--- src/rtl/m00_axi_read_arbiter_be_512x64_pkg.sv ---
// ==========================================================================
// m00_axi_read_arbiter_be_512x64_pkg: shared types/constants for the M00 read arbiter.  Rev 1.0
// ==========================================================================
`default_nettype none

package m00_axi_read_arbiter_be_512x64_pkg;

  typedef enum logic [0:0] {
    IDLE  = 1'b0,
    ISSUE = 1'b1
  } m00_axi_arbiter_state_t;

  localparam logic [2:0] M00_AXI4_BE_ARSIZE       = 3'd6;
  localparam logic [1:0] M00_AXI4_BE_ARBURST_INCR = 2'b01;
  localparam logic [3:0] M00_AXI4_BE_ARCACHE      = 4'b0011;

endpackage

`default_nettype wire

--- src/rtl/m00_axi_read_arbiter_be_512x64_if.sv ---
// ==========================================================================
// m00_axi_read_arbiter_be_512x64_if: requester-side and back-end AXI read interfaces.  Rev 1.0
// ==========================================================================
`default_nettype none

interface m00_axi_rd_req_if #(
  parameter int NUM_REQ = 4
);
  logic [NUM_REQ-1:0]       req_arvalid;
  logic [NUM_REQ-1:0][63:0] req_araddr;
  logic [NUM_REQ-1:0][7:0]  req_arlen;
  logic [NUM_REQ-1:0]       req_arready;
  logic [NUM_REQ-1:0]       req_rvalid;
  logic [511:0]             req_rdata;
  logic                     req_rlast;
  logic [1:0]               req_rresp;
  logic [NUM_REQ-1:0]       req_rready;

  modport master (
    output req_arvalid, req_araddr, req_arlen, req_rready,
    input  req_arready, req_rvalid, req_rdata, req_rlast, req_rresp
  );
  modport slave (
    input  req_arvalid, req_araddr, req_arlen, req_rready,
    output req_arready, req_rvalid, req_rdata, req_rlast, req_rresp
  );
endinterface

interface m00_axi_be_rd_if #(
  parameter int ID_W = 4
);
  logic            m_axi_arvalid;
  logic [63:0]     m_axi_araddr;
  logic [7:0]      m_axi_arlen;
  logic [ID_W-1:0] m_axi_arid;
  logic [2:0]      m_axi_arsize;
  logic [1:0]      m_axi_arburst;
  logic [3:0]      m_axi_arcache;
  logic            m_axi_arready;
  logic            m_axi_rvalid;
  logic [511:0]    m_axi_rdata;
  logic [ID_W-1:0] m_axi_rid;
  logic            m_axi_rlast;
  logic [1:0]      m_axi_rresp;
  logic            m_axi_rready;

  modport master (
    output m_axi_arvalid, m_axi_araddr, m_axi_arlen, m_axi_arid,
           m_axi_arsize, m_axi_arburst, m_axi_arcache, m_axi_rready,
    input  m_axi_arready, m_axi_rvalid, m_axi_rdata, m_axi_rid,
           m_axi_rlast, m_axi_rresp
  );
  modport slave (
    input  m_axi_arvalid, m_axi_araddr, m_axi_arlen, m_axi_arid,
           m_axi_arsize, m_axi_arburst, m_axi_arcache, m_axi_rready,
    output m_axi_arready, m_axi_rvalid, m_axi_rdata, m_axi_rid,
           m_axi_rlast, m_axi_rresp
  );
endinterface

`default_nettype wire

--- src/rtl/m00_axi_read_arbiter_be_512x64_round_robin_pick.sv ---
// ==========================================================================
// round_robin_pick: rotating-priority one-hot picker starting after i_last_grant.  Rev 1.0
// ==========================================================================
`default_nettype none

module round_robin_pick #(
  parameter int N     = 4,
  parameter int IDX_W = 2
) (
  input  wire logic [N-1:0]     i_req,
  input  wire logic [IDX_W-1:0] i_last_grant,
  output logic      [N-1:0]     o_grant,
  output logic                  o_valid
);

  logic [N-1:0] w_mask;
  logic [N-1:0] w_masked;
  logic [N-1:0] w_pool;

  always_comb begin
    w_mask = '0;
    for (int i = 0; i < N; i++) begin
      w_mask[i] = (i > int'(i_last_grant));
    end
  end

  // Requests above the last winner take priority; otherwise wrap to the bottom.
  assign w_masked = i_req & w_mask;
  assign w_pool   = (|w_masked) ? w_masked : i_req;
  assign o_grant  = w_pool & ((~w_pool) + N'(1));
  assign o_valid  = |i_req;

endmodule

`default_nettype wire

--- src/rtl/m00_axi_read_arbiter_be_512x64.sv ---
// ==========================================================================
// m00_axi_read_arbiter_be_512x64: round-robin AR arbiter with RID-steered R return.  Rev 1.0
// ==========================================================================
`default_nettype none

module m00_axi_read_arbiter_be_512x64
  import m00_axi_read_arbiter_be_512x64_pkg::*;
#(
  parameter int NUM_REQ         = 4,
  parameter int ID_W            = 4,
  parameter int MAX_OUTSTANDING = 8
) (
  input  wire logic         ap_clk,
  input  wire logic         aresetn,
  m00_axi_rd_req_if.slave   req,
  m00_axi_be_rd_if.master   m_axi,
  output logic              rid_error
);

  localparam int               IDX_W   = $clog2(NUM_REQ);
  localparam int               CNT_W   = $clog2(MAX_OUTSTANDING + 1);
  localparam logic [CNT_W-1:0] MAX_CNT = CNT_W'(MAX_OUTSTANDING);

  m00_axi_arbiter_state_t r_state;
  m00_axi_arbiter_state_t w_state_nxt;

  logic [IDX_W-1:0]   r_last_grant;
  logic [63:0]        r_araddr;
  logic [7:0]         r_arlen;
  logic [ID_W-1:0]    r_arid;
  logic [CNT_W-1:0]   r_cnt [NUM_REQ];
  logic               r_rid_error;

  logic [NUM_REQ-1:0] w_elig;
  logic [NUM_REQ-1:0] w_gnt_oh;
  logic [NUM_REQ-1:0] w_inc;
  logic [NUM_REQ-1:0] w_dec;
  logic [NUM_REQ-1:0] w_req_rvalid;
  logic [IDX_W-1:0]   w_gnt_idx;
  logic               w_gnt_vld;
  logic               w_grant;
  logic               w_ar_hs;
  logic               w_rid_ok;
  logic               w_rready;
  logic               w_r_hs;
  logic               w_cnt_err;

  always_comb begin
    for (int i = 0; i < NUM_REQ; i++) begin
      w_elig[i] = req.req_arvalid[i] & (r_cnt[i] < MAX_CNT);
    end
  end

  round_robin_pick #(
    .N     (NUM_REQ),
    .IDX_W (IDX_W)
  ) u_pick (
    .i_req        (w_elig),
    .i_last_grant (r_last_grant),
    .o_grant      (w_gnt_oh),
    .o_valid      (w_gnt_vld)
  );

  always_comb begin
    w_gnt_idx = '0;
    for (int i = 0; i < NUM_REQ; i++) begin
      if (w_gnt_oh[i]) w_gnt_idx = IDX_W'(i);
    end
  end

  always_ff @(posedge ap_clk or negedge aresetn) begin
    if (!aresetn) r_state <= IDLE;
    else          r_state <= w_state_nxt;
  end

  always_comb begin
    w_state_nxt = r_state;
    w_grant     = 1'b0;
    w_ar_hs     = 1'b0;
    case (r_state)
      IDLE: begin
        if (w_gnt_vld) begin
          w_grant     = 1'b1;
          w_state_nxt = ISSUE;
        end
      end
      ISSUE: begin
        if (m_axi.m_axi_arready) begin
          w_ar_hs     = 1'b1;
          w_state_nxt = IDLE;
        end
      end
      default: w_state_nxt = IDLE;
    endcase
  end

  always_ff @(posedge ap_clk or negedge aresetn) begin
    if (!aresetn) begin
      r_araddr     <= '0;
      r_arlen      <= '0;
      r_arid       <= '0;
      r_last_grant <= IDX_W'(NUM_REQ - 1);
    end else if (w_grant) begin
      r_araddr     <= req.req_araddr[w_gnt_idx];
      r_arlen      <= req.req_arlen[w_gnt_idx];
      r_arid       <= ID_W'(w_gnt_idx);
      r_last_grant <= w_gnt_idx;
    end
  end

  assign req.req_arready     = w_grant ? w_gnt_oh : '0;
  assign m_axi.m_axi_arvalid = (r_state == ISSUE);
  assign m_axi.m_axi_araddr  = r_araddr;
  assign m_axi.m_axi_arlen   = r_arlen;
  assign m_axi.m_axi_arid    = r_arid;
  assign m_axi.m_axi_arsize  = M00_AXI4_BE_ARSIZE;
  assign m_axi.m_axi_arburst = M00_AXI4_BE_ARBURST_INCR;
  assign m_axi.m_axi_arcache = M00_AXI4_BE_ARCACHE;

  // Out-of-range RIDs keep the default ready=1 so the stray beat is swallowed.
  always_comb begin
    w_rid_ok     = 1'b0;
    w_rready     = 1'b1;
    w_req_rvalid = '0;
    for (int i = 0; i < NUM_REQ; i++) begin
      if (m_axi.m_axi_rid == ID_W'(i)) begin
        w_rid_ok        = 1'b1;
        w_rready        = req.req_rready[i];
        w_req_rvalid[i] = m_axi.m_axi_rvalid;
      end
    end
  end

  assign w_r_hs             = m_axi.m_axi_rvalid & w_rready;
  assign m_axi.m_axi_rready = w_rready;
  assign req.req_rvalid     = w_req_rvalid;
  assign req.req_rdata      = m_axi.m_axi_rdata;
  assign req.req_rlast      = m_axi.m_axi_rlast;
  assign req.req_rresp      = m_axi.m_axi_rresp;

  always_comb begin
    w_cnt_err = 1'b0;
    for (int i = 0; i < NUM_REQ; i++) begin
      w_inc[i] = w_ar_hs & (r_arid == ID_W'(i));
      w_dec[i] = w_r_hs & m_axi.m_axi_rlast & w_req_rvalid[i];
      if (w_dec[i] && (r_cnt[i] == '0)) w_cnt_err = 1'b1;
    end
  end

  // Coincident issue and completion on one requester cancel out.
  always_ff @(posedge ap_clk or negedge aresetn) begin
    if (!aresetn) begin
      for (int i = 0; i < NUM_REQ; i++) r_cnt[i] <= '0;
    end else begin
      for (int i = 0; i < NUM_REQ; i++) begin
        if (w_inc[i] && !w_dec[i] && (r_cnt[i] != MAX_CNT))
          r_cnt[i] <= r_cnt[i] + CNT_W'(1);
        else if (w_dec[i] && !w_inc[i] && (r_cnt[i] != '0))
          r_cnt[i] <= r_cnt[i] - CNT_W'(1);
      end
    end
  end

  always_ff @(posedge ap_clk or negedge aresetn) begin
    if (!aresetn)
      r_rid_error <= 1'b0;
    else if ((m_axi.m_axi_rvalid && !w_rid_ok) || w_cnt_err)
      r_rid_error <= 1'b1;
  end

  assign rid_error = r_rid_error;

endmodule

`default_nettype wire

--- src/flat_wrapper.sv ---
// flat-port wrapper written by rule: the top's interface ports become plain ports
module m00_axi_read_arbiter_be_512x64_flat import m00_axi_read_arbiter_be_512x64_pkg::*;
#(
  parameter int NUM_REQ         = 4,
  parameter int ID_W            = 4,
  parameter int MAX_OUTSTANDING = 8
)
  (ap_clk, aresetn, rid_error, req_req_arvalid, req_req_araddr, req_req_arlen, req_req_rready, req_req_arready, req_req_rvalid, req_req_rdata, req_req_rlast, req_req_rresp, m_axi_m_axi_arvalid, m_axi_m_axi_araddr, m_axi_m_axi_arlen, m_axi_m_axi_arid, m_axi_m_axi_arsize, m_axi_m_axi_arburst, m_axi_m_axi_arcache, m_axi_m_axi_rready, m_axi_m_axi_arready, m_axi_m_axi_rvalid, m_axi_m_axi_rdata, m_axi_m_axi_rid, m_axi_m_axi_rlast, m_axi_m_axi_rresp);
  m00_axi_rd_req_if #(.NUM_REQ(NUM_REQ)) req_i ();
  m00_axi_be_rd_if #(.ID_W(ID_W)) m_axi_i ();
  input  wire logic ap_clk;
  input  wire logic aresetn;
  output logic rid_error;
  input wire logic [$bits(req_i.req_arvalid)-1:0] req_req_arvalid;
  input wire logic [$bits(req_i.req_araddr)-1:0] req_req_araddr;
  input wire logic [$bits(req_i.req_arlen)-1:0] req_req_arlen;
  input wire logic [$bits(req_i.req_rready)-1:0] req_req_rready;
  output wire logic [$bits(req_i.req_arready)-1:0] req_req_arready;
  output wire logic [$bits(req_i.req_rvalid)-1:0] req_req_rvalid;
  output wire logic [$bits(req_i.req_rdata)-1:0] req_req_rdata;
  output wire logic [$bits(req_i.req_rlast)-1:0] req_req_rlast;
  output wire logic [$bits(req_i.req_rresp)-1:0] req_req_rresp;
  output wire logic [$bits(m_axi_i.m_axi_arvalid)-1:0] m_axi_m_axi_arvalid;
  output wire logic [$bits(m_axi_i.m_axi_araddr)-1:0] m_axi_m_axi_araddr;
  output wire logic [$bits(m_axi_i.m_axi_arlen)-1:0] m_axi_m_axi_arlen;
  output wire logic [$bits(m_axi_i.m_axi_arid)-1:0] m_axi_m_axi_arid;
  output wire logic [$bits(m_axi_i.m_axi_arsize)-1:0] m_axi_m_axi_arsize;
  output wire logic [$bits(m_axi_i.m_axi_arburst)-1:0] m_axi_m_axi_arburst;
  output wire logic [$bits(m_axi_i.m_axi_arcache)-1:0] m_axi_m_axi_arcache;
  output wire logic [$bits(m_axi_i.m_axi_rready)-1:0] m_axi_m_axi_rready;
  input wire logic [$bits(m_axi_i.m_axi_arready)-1:0] m_axi_m_axi_arready;
  input wire logic [$bits(m_axi_i.m_axi_rvalid)-1:0] m_axi_m_axi_rvalid;
  input wire logic [$bits(m_axi_i.m_axi_rdata)-1:0] m_axi_m_axi_rdata;
  input wire logic [$bits(m_axi_i.m_axi_rid)-1:0] m_axi_m_axi_rid;
  input wire logic [$bits(m_axi_i.m_axi_rlast)-1:0] m_axi_m_axi_rlast;
  input wire logic [$bits(m_axi_i.m_axi_rresp)-1:0] m_axi_m_axi_rresp;
  assign req_i.req_arvalid = req_req_arvalid;
  assign req_i.req_araddr = req_req_araddr;
  assign req_i.req_arlen = req_req_arlen;
  assign req_i.req_rready = req_req_rready;
  assign req_req_arready = req_i.req_arready;
  assign req_req_rvalid = req_i.req_rvalid;
  assign req_req_rdata = req_i.req_rdata;
  assign req_req_rlast = req_i.req_rlast;
  assign req_req_rresp = req_i.req_rresp;
  assign m_axi_m_axi_arvalid = m_axi_i.m_axi_arvalid;
  assign m_axi_m_axi_araddr = m_axi_i.m_axi_araddr;
  assign m_axi_m_axi_arlen = m_axi_i.m_axi_arlen;
  assign m_axi_m_axi_arid = m_axi_i.m_axi_arid;
  assign m_axi_m_axi_arsize = m_axi_i.m_axi_arsize;
  assign m_axi_m_axi_arburst = m_axi_i.m_axi_arburst;
  assign m_axi_m_axi_arcache = m_axi_i.m_axi_arcache;
  assign m_axi_m_axi_rready = m_axi_i.m_axi_rready;
  assign m_axi_i.m_axi_arready = m_axi_m_axi_arready;
  assign m_axi_i.m_axi_rvalid = m_axi_m_axi_rvalid;
  assign m_axi_i.m_axi_rdata = m_axi_m_axi_rdata;
  assign m_axi_i.m_axi_rid = m_axi_m_axi_rid;
  assign m_axi_i.m_axi_rlast = m_axi_m_axi_rlast;
  assign m_axi_i.m_axi_rresp = m_axi_m_axi_rresp;
  m00_axi_read_arbiter_be_512x64 #(.NUM_REQ(NUM_REQ), .ID_W(ID_W), .MAX_OUTSTANDING(MAX_OUTSTANDING)) u_core (.ap_clk(ap_clk), .aresetn(aresetn), .req(req_i), .m_axi(m_axi_i), .rid_error(rid_error));
endmodule
--- config.mk ---
export PLATFORM = sky130hd
export DESIGN_NAME = m00_axi_read_arbiter_be_512x64_flat
export DESIGN_NICKNAME = d
export VERILOG_FILES = /design/src/rtl/m00_axi_read_arbiter_be_512x64_pkg.sv /design/src/rtl/m00_axi_read_arbiter_be_512x64_if.sv /design/src/rtl/m00_axi_read_arbiter_be_512x64_round_robin_pick.sv /design/src/rtl/m00_axi_read_arbiter_be_512x64.sv /design/src/flat_wrapper.sv
export SDC_FILE = /design/constraint.sdc
export NUM_CORES = 1
export LEC_CHECK = 0
export CELL_PAD_IN_SITES_DETAIL_PLACEMENT = 0
export CELL_PAD_IN_SITES_GLOBAL_PLACEMENT = 1
export CORE_AREA = 4 4 555 557
export DETAILED_ROUTE_END_ITERATION = 8
export DIE_AREA = 0 0 559 561
export PLACE_DENSITY_LB_ADDON = 0.1
export SYNTH_ARGS = -nofsm -noshare
export SYNTH_HDL_FRONTEND = slang
export SYNTH_SLANG_ARGS = --single-unit
--- constraint.sdc ---
create_clock -name ap_clk -period 2.53 [get_ports ap_clk]
set_input_delay 0.253 -clock ap_clk [delete_from_list [all_inputs] [get_ports ap_clk]]
set_output_delay 0.253 -clock ap_clk [all_outputs]
set_load 0.05 [all_outputs]
Word-level counts from Yosys, hierarchy flattened
Index checks and enable logic that the tools add are counted.
Widths: inputs -> output; s select.

word-level totals
  logic and storage cells = 141
  register bits = 94

operators by class
  multiplexer cells = 39
  eq/ne operators = 10
  reduce and logical (&&, ||, !) cells = 47
  bitwise logic cells = 18
  add/subtract/negate cells = 9
  order comparisons = 8

operators by type and width
  kind                 number
  $bmux 64 s2          1
  $mux 64              1
  $mux 4               10
  $logic_not 4->1      6
  $mux 1               22
  $logic_and 1x1->1    21
  $add 4x1->4 const B  5
  $bmux 8 s2           1
  $lt 4x4->1 const B   4
  $ne 4x4->1 const B   4
  $reduce_bool 4->1    4
  $sub 4x1->4 const B  4
  $and 1x1->1          14
  $logic_not 1->1      9
  $and 4x4->4          2
  $eq 4x2->1 const B   2
  $mux 8               1
  $reduce_bool 2->1    4
  $reduce_or 4->1      2
  $eq 2x2->1 const B   2
  $eq 4x1->1 const B   1
  $gt 2x2->1 const A   2
  $mux 2               2
  $not 4->4            1
  6 further kinds      6

Depth between registers and ports, before layout
Gate-level depths: netlist of run 1.

  depth in word-level cells = 14
  mapped depth = 12
  depth with buffers taken out = 10

Cells and area by module
A second synthesis of run 1 with hierarchy kept.

second synthesis, totals
  cells, all modules = 1299
  area, all modules = 10580.1 um^2

modules (own cells, without submodules)
  module                          times used  cells an instance  area each (um^2)
  m00_axi_read_arbiter_be_512x64  1           1282               10481.3
  round_robin_pick                1           17                 98.8

Worst setup path before layout of run 1
Ideal clock, no wire load.

  path type = register -> output
  start = register u_core.r_cnt[3] (netlist bit)
  end = output req_req_arready[0]
  path slack = -1178 ps
  cell stages (with the launch flop) = 6
  path buffers = 1
  data arrival time = 3455 ps
  cell sequence = dfrtp_1 > clkbuf_1 > nor2b_1 > nor2_1 > nor2_1 > a2111oi_0

on the way
  longest elaborated chain between the ends = 9
  elaborated cells on any way between the ends = 12

RTL lines
  item                               line                                                   source
  from (decl)                        m00_axi_read_arbiter_be_512x64.sv:31                   logic [CNT_W-1:0] r_cnt [NUM_REQ];
  from (signal, indexed assignment)  m00_axi_read_arbiter_be_512x64.sv:157                  r_cnt[i] <= r_cnt[i] + CNT_W'(1);
  from (signal, indexed assignment)  m00_axi_read_arbiter_be_512x64.sv:159                  r_cnt[i] <= r_cnt[i] - CNT_W'(1);
  $lt 4x4->1 (*)                     m00_axi_read_arbiter_be_512x64.sv:50                   w_elig[i] = req.req_arvalid[i] & (r_cnt[i] < MAX_CNT);
  $and 1x1->1 (*)                    m00_axi_read_arbiter_be_512x64.sv:50
  $and 4x4->4                        m00_axi_read_arbiter_be_512x64_round_robin_pick.sv:28  assign w_masked = i_req & w_mask;
  $reduce_or 4->1                    m00_axi_read_arbiter_be_512x64_round_robin_pick.sv:29  assign w_pool = (|w_masked) ? w_masked : i_req;
  $mux 4                             m00_axi_read_arbiter_be_512x64_round_robin_pick.sv:29
  $not 4->4                          m00_axi_read_arbiter_be_512x64_round_robin_pick.sv:30  assign o_grant = w_pool & ((~w_pool) + N'(1));
  $add 4x1->4                        m00_axi_read_arbiter_be_512x64_round_robin_pick.sv:30
  $and 4x4->4                        m00_axi_read_arbiter_be_512x64_round_robin_pick.sv:30
  $mux 4 (*)                         m00_axi_read_arbiter_be_512x64.sv:111                  assign req.req_arready = w_grant ? w_gnt_oh : '0;
  to (decl)                          flat_wrapper.sv:18                                     output wire logic [$bits(req_i.req_arready)-1:0] req_req_arready;

Every way passes the cells marked *; elsewhere a longest branch is shown, timed or not.

Worst setup path after layout of run 1
  start = register u_core.r_last_grant[0]
  end = register u_core.r_araddr[21], in the netlist u_core.m_axi.m_axi_araddr[21]

on the way
  longest elaborated chain between the ends = 12
  elaborated cells on any way between the ends = 14

RTL lines
  item                                      line                                                   source
  from (decl)                               m00_axi_read_arbiter_be_512x64.sv:27                   logic [IDX_W-1:0] r_last_grant;
  from (signal assigned)                    m00_axi_read_arbiter_be_512x64.sv:102                  r_last_grant <= IDX_W'(NUM_REQ - 1);
  from (signal assigned)                    m00_axi_read_arbiter_be_512x64.sv:107                  r_last_grant <= w_gnt_idx;
  $gt 1x2->1 or $gt 2x2->1 (tied branches)  m00_axi_read_arbiter_be_512x64_round_robin_pick.sv:23  w_mask[i] = (i > int'(i_last_grant));
  $and 4x4->4 (*)                           m00_axi_read_arbiter_be_512x64_round_robin_pick.sv:28
  $reduce_or 4->1                           m00_axi_read_arbiter_be_512x64_round_robin_pick.sv:29
  $mux 4 (*)                                m00_axi_read_arbiter_be_512x64_round_robin_pick.sv:29
  $not 4->4                                 m00_axi_read_arbiter_be_512x64_round_robin_pick.sv:30
  $add 4x1->4                               m00_axi_read_arbiter_be_512x64_round_robin_pick.sv:30
  $and 4x4->4 (*)                           m00_axi_read_arbiter_be_512x64_round_robin_pick.sv:30
  $mux 1                                    m00_axi_read_arbiter_be_512x64.sv:67                   if (w_gnt_oh[i]) w_gnt_idx = IDX_W'(i);
  $mux 2                                    m00_axi_read_arbiter_be_512x64.sv:67
  $mux 2 (*)                                m00_axi_read_arbiter_be_512x64.sv:67
  $bmux 64 s2 (*)                           m00_axi_read_arbiter_be_512x64.sv:104                  r_araddr <= req.req_araddr[w_gnt_idx];
  $mux 64 (implied by the code) (*)         m00_axi_read_arbiter_be_512x64.sv:104
  to (signal assigned)                      m00_axi_read_arbiter_be_512x64.sv:104
  to (decl)                                 m00_axi_read_arbiter_be_512x64.sv:28                   logic [63:0] r_araddr;

Every way passes the cells marked *; elsewhere a longest branch is shown, timed or not. The select of a mux whose other input is x is not followed.
A chain may end at the register's enable or synchronous reset.

==> results of run 1 <==
-- worst max path at each step --
stage | startpoint | endpoint | slack [ns] | cells after the start
floorplan | u_core.m_axi.m_axi_arvalid | u_core.r_cnt[15] | 0.01 | 11
global placement | m_axi_m_axi_rid[1] | u_core.r_cnt[15] | -0.72 | 13
detailed placement | m_axi_m_axi_rid[1] | u_core.r_cnt[15] | -0.77 | 13
CTS | u_core.r_last_grant[0] | req_req_arready[1] | -0.06 | 6
global route | u_core.r_cnt[7] | req_req_arready[1] | -0.03 | 8
finish | u_core.r_last_grant[0] | u_core.m_axi.m_axi_araddr[21] | 0.07 | 7
-- cells in the mapped netlist, types with 3 or more instances --
cell	n
buf_2	20
xor2_1	9
mux2_2	8
a31oi_1	5
clkbuf_1	67
o32a_1	73
nor3_1	6
buf_4	526
a21o_1	8
nor2b_1	7
a211oi_1	144
xnor2_1	7
ha_1	8
fa_1	4
dfrtp_1	92
and3_1	147
nor2_1	83
nand2_1	7
buf_1	6
o21ai_0	9
nand2b_1	6
a21oi_1	9
nand4_1	5
o221ai_1	3
or3_1	6
inv_1	3
-- layer usage --
metal  global-route usage  share of wire  routed length (µm)  up-vias
met4              0.02975          0.056                4673        6
li1                     -              -                   -     4047
met2              0.09504           0.52               43500      566
met1              0.05028           0.35               29300     4608
met3              0.01764          0.076                6357      268
met5                    0        0.00033                  28        -
-- flip-flops by register name, indices dropped and copies added (netlist names) --
name / flops
u_core.m_axi.m_axi_araddr: 64
u_core.r_cnt: 16
u_core.m_axi.m_axi_arlen: 8
u_core.m_axi.m_axi_arid: 2
u_core.r_last_grant: 2
u_core.m_axi.m_axi_arvalid: 1
u_core.rid_error: 1
-- logic make-up (layout without fill, tap and decap cells) --
family / after synthesis / count (layout) / synth area share
fa+ha+maj: 12 / 12 / 0.01660
other cells: 2 / 17 / 0.0006921
simple gates: 282 / 282 / 0.1439
compound gates: 264 / 264 / 0.1973
buf+inv: 622 / 583 / 0.3994
flops: 94 / 94 / 0.2170
mux: 11 / 11 / 0.01222
xor+xnor: 16 / 16 / 0.01291
-- per-stage QoR --
step	power (W)	hold slack (ns)
2_1_floorplan	0.01164	-0.04259
3_3_place_gp	0.01714	0.2934
3_5_place_dp	0.01696	0.3346
4_1_cts	0.01980	0.2724
5_1_grt	0.02049	0.2884
6_report	0.01893	0.2846
-- layout make-up --
type | count | area (µm²)
fillers | 35536 | 284600
repair buffers | 563 | 5688
well taps | 3978 | 4977
multi-input cells | 596 | 4513
flip-flops and latches | 94 | 2361
clock buffers | 15 | 352.8
clock inverters | 2 | 60.06
diodes | 6 | 15.01
inverters | 3 | 11.26
-- worst register-to-register path, delay by kind of cell (launching register included) --
kind                   cells  cell delay (ns)
buffers and inverters      3             0.60
AO/OA/AOI/OAI              3             0.84
AND/OR/NAND/NOR            1             0.28
flip-flops                 1             0.63
-- power groups by stage --
stage,combinational [W],sequential (W),clock [W]
after floorplan,0.00665,0.00499,0
after global placement,0.0139,0.00321,0
after detailed placement,0.0138,0.00318,0
after CTS,0.0140,0.00317,0.00258
after global routing,0.0147,0.00324,0.00254
final,0.0136,0.00311,0.00226
-- timing repair --
action,in CTS,in global routing
resized for setup,40,22
buffers inserted,7,7
pin swaps,6,7
hold buffers,1,0
endpoints found under the hold margin,27,0
setup endpoints to repair,78,22
==> results.cfg, run 1 <==
[outcome]
status = finished, final reports clean

[clocking]
clkSinkCount = 94
htreeDepth = 3
insertion_delay_ns = 0.54
clkTransAtPathRegs_ns = 0.10
cts_buffer_depth = 3
cts_tree = done
cts_buffers = 13
clock_tree.root_cell = clkbuf_16

[critical_path]
crit_type = reg2reg
critPathSlowestCell = dfstp_2
rr_worst_depth = 7
max_stage_delay_ns = 0.63
cp-start-kind = flip-flop
r2r_setup_slack_ns = 0.07
rr_endpoint = u_core.m_axi.m_axi_araddr[21]
path_common_cell = buf_4
path_cells = buf_4 -> o221ai_1 -> a32o_4 -> buf_12 -> buf_4 -> and3_4 -> o32a_1
worstPathArrival_ns = 2.87
critPathBufInv = 3
worst_setup_path_end_kind = flip-flop
required_ns = 2.94
crit_fanout = 26
critPathTopFamily = compound AO/OA/AOI/OAI gates
r2r_start = u_core.r_last_grant[0]

[yosys]
avgSynthCellArea_um2 = 8.328
synthFlopType = dfrtp_1
synth_edf_count = 0
ys_warn_count = 0
syn_inst = 1303
yosysTopAreaCell = buf_4
synth_area_um2 = 10850
yosysSeqAreaShare = 0.2170
ys_ff_latch = 94
async_flop_share = 1.000
ys_top_cells_by_area = buf_4, dfrtp_1, a211oi_1
yosysUniqueCellTypes = 50
synthDominantCellAreaShare = 0.3639

[timing]
hold_violations = 0
drv_slew = 0
rsz0062_at_grt = true
timing.slew.headroom = 0.5838
worst_pin_slew_ns = 0.6224
finalSetupViolations = 0
setup_slack_ns = 0.06809
post-route-period-util = 0.9731
period_needed_ns = 2.462
fmax_ghz = 0.4062
finalSetupTns_ns = 0
fin_worst_skew_ns = 0.01940

[drt]
vias = 9495
first_pass_iters = 4
via_per_inst = 1.806
wirelength_mm = 83.86
drc_errors = 0
routedWlPerCell_um = 15.95
ant_nets = 0
drt_iter0_markers = 261

[place]
place_ws_ns = -0.7669
post-dp-hpwl_mm = 67.83
gp_congestion = 0.6552
post-place-cells = 5219
port_buffers = 390
post_dp_cell_area_um2 = 17200

[power_and_ir_drop]
p_int_w = 0.008937
clkPwrFrac = 0.119
max-vdd-ir-drop_v = 0.0003830
switchingPower_w = 0.009998
seqPwrFrac = 0.164
power.density_nw_per_um2 = 1053
pwr-share-comb = 0.717
power_leakage_nw = 5.634
switching_share = 0.5280

[finish]
drive_above_1_share = 0.2074
final_cell_mix = clkdlybuf4s50_1, and3_1, buf_4, a211oi_1, dfrtp_1
final_common_cell = clkdlybuf4s50_1
syn_to_final_growth_pct = 65.68
fin_nets = 2102
fin_area_um2 = 17980
final_cells = 5257
post-route-util = 0.05943

[hold_path]
min_path_type = in2async

[job]
drv_cap = 0

[grt]
track_usage = 0.05173
grt_pass1_wl_mm = 109.3
grt_max_degree = 45
grt_overflow = 0
grt_pass1_vias = 10843
antenna_found_initial = 22

[floorplanning]
die_x_um = 559
initial_utilization = 0.03587
core_um2 = 302500
die_area_um2 = 313600
io_pins = 1430
die_h_um = 561
rows = 202
(Power assumes the default switching activity.)
==> inputs of run 2 (changes only) <==
- CTS_CLUSTER_SIZE: default -> 16
==> results of run 2 <==
Final layout, timing and power as in run 1 (identical DEF).
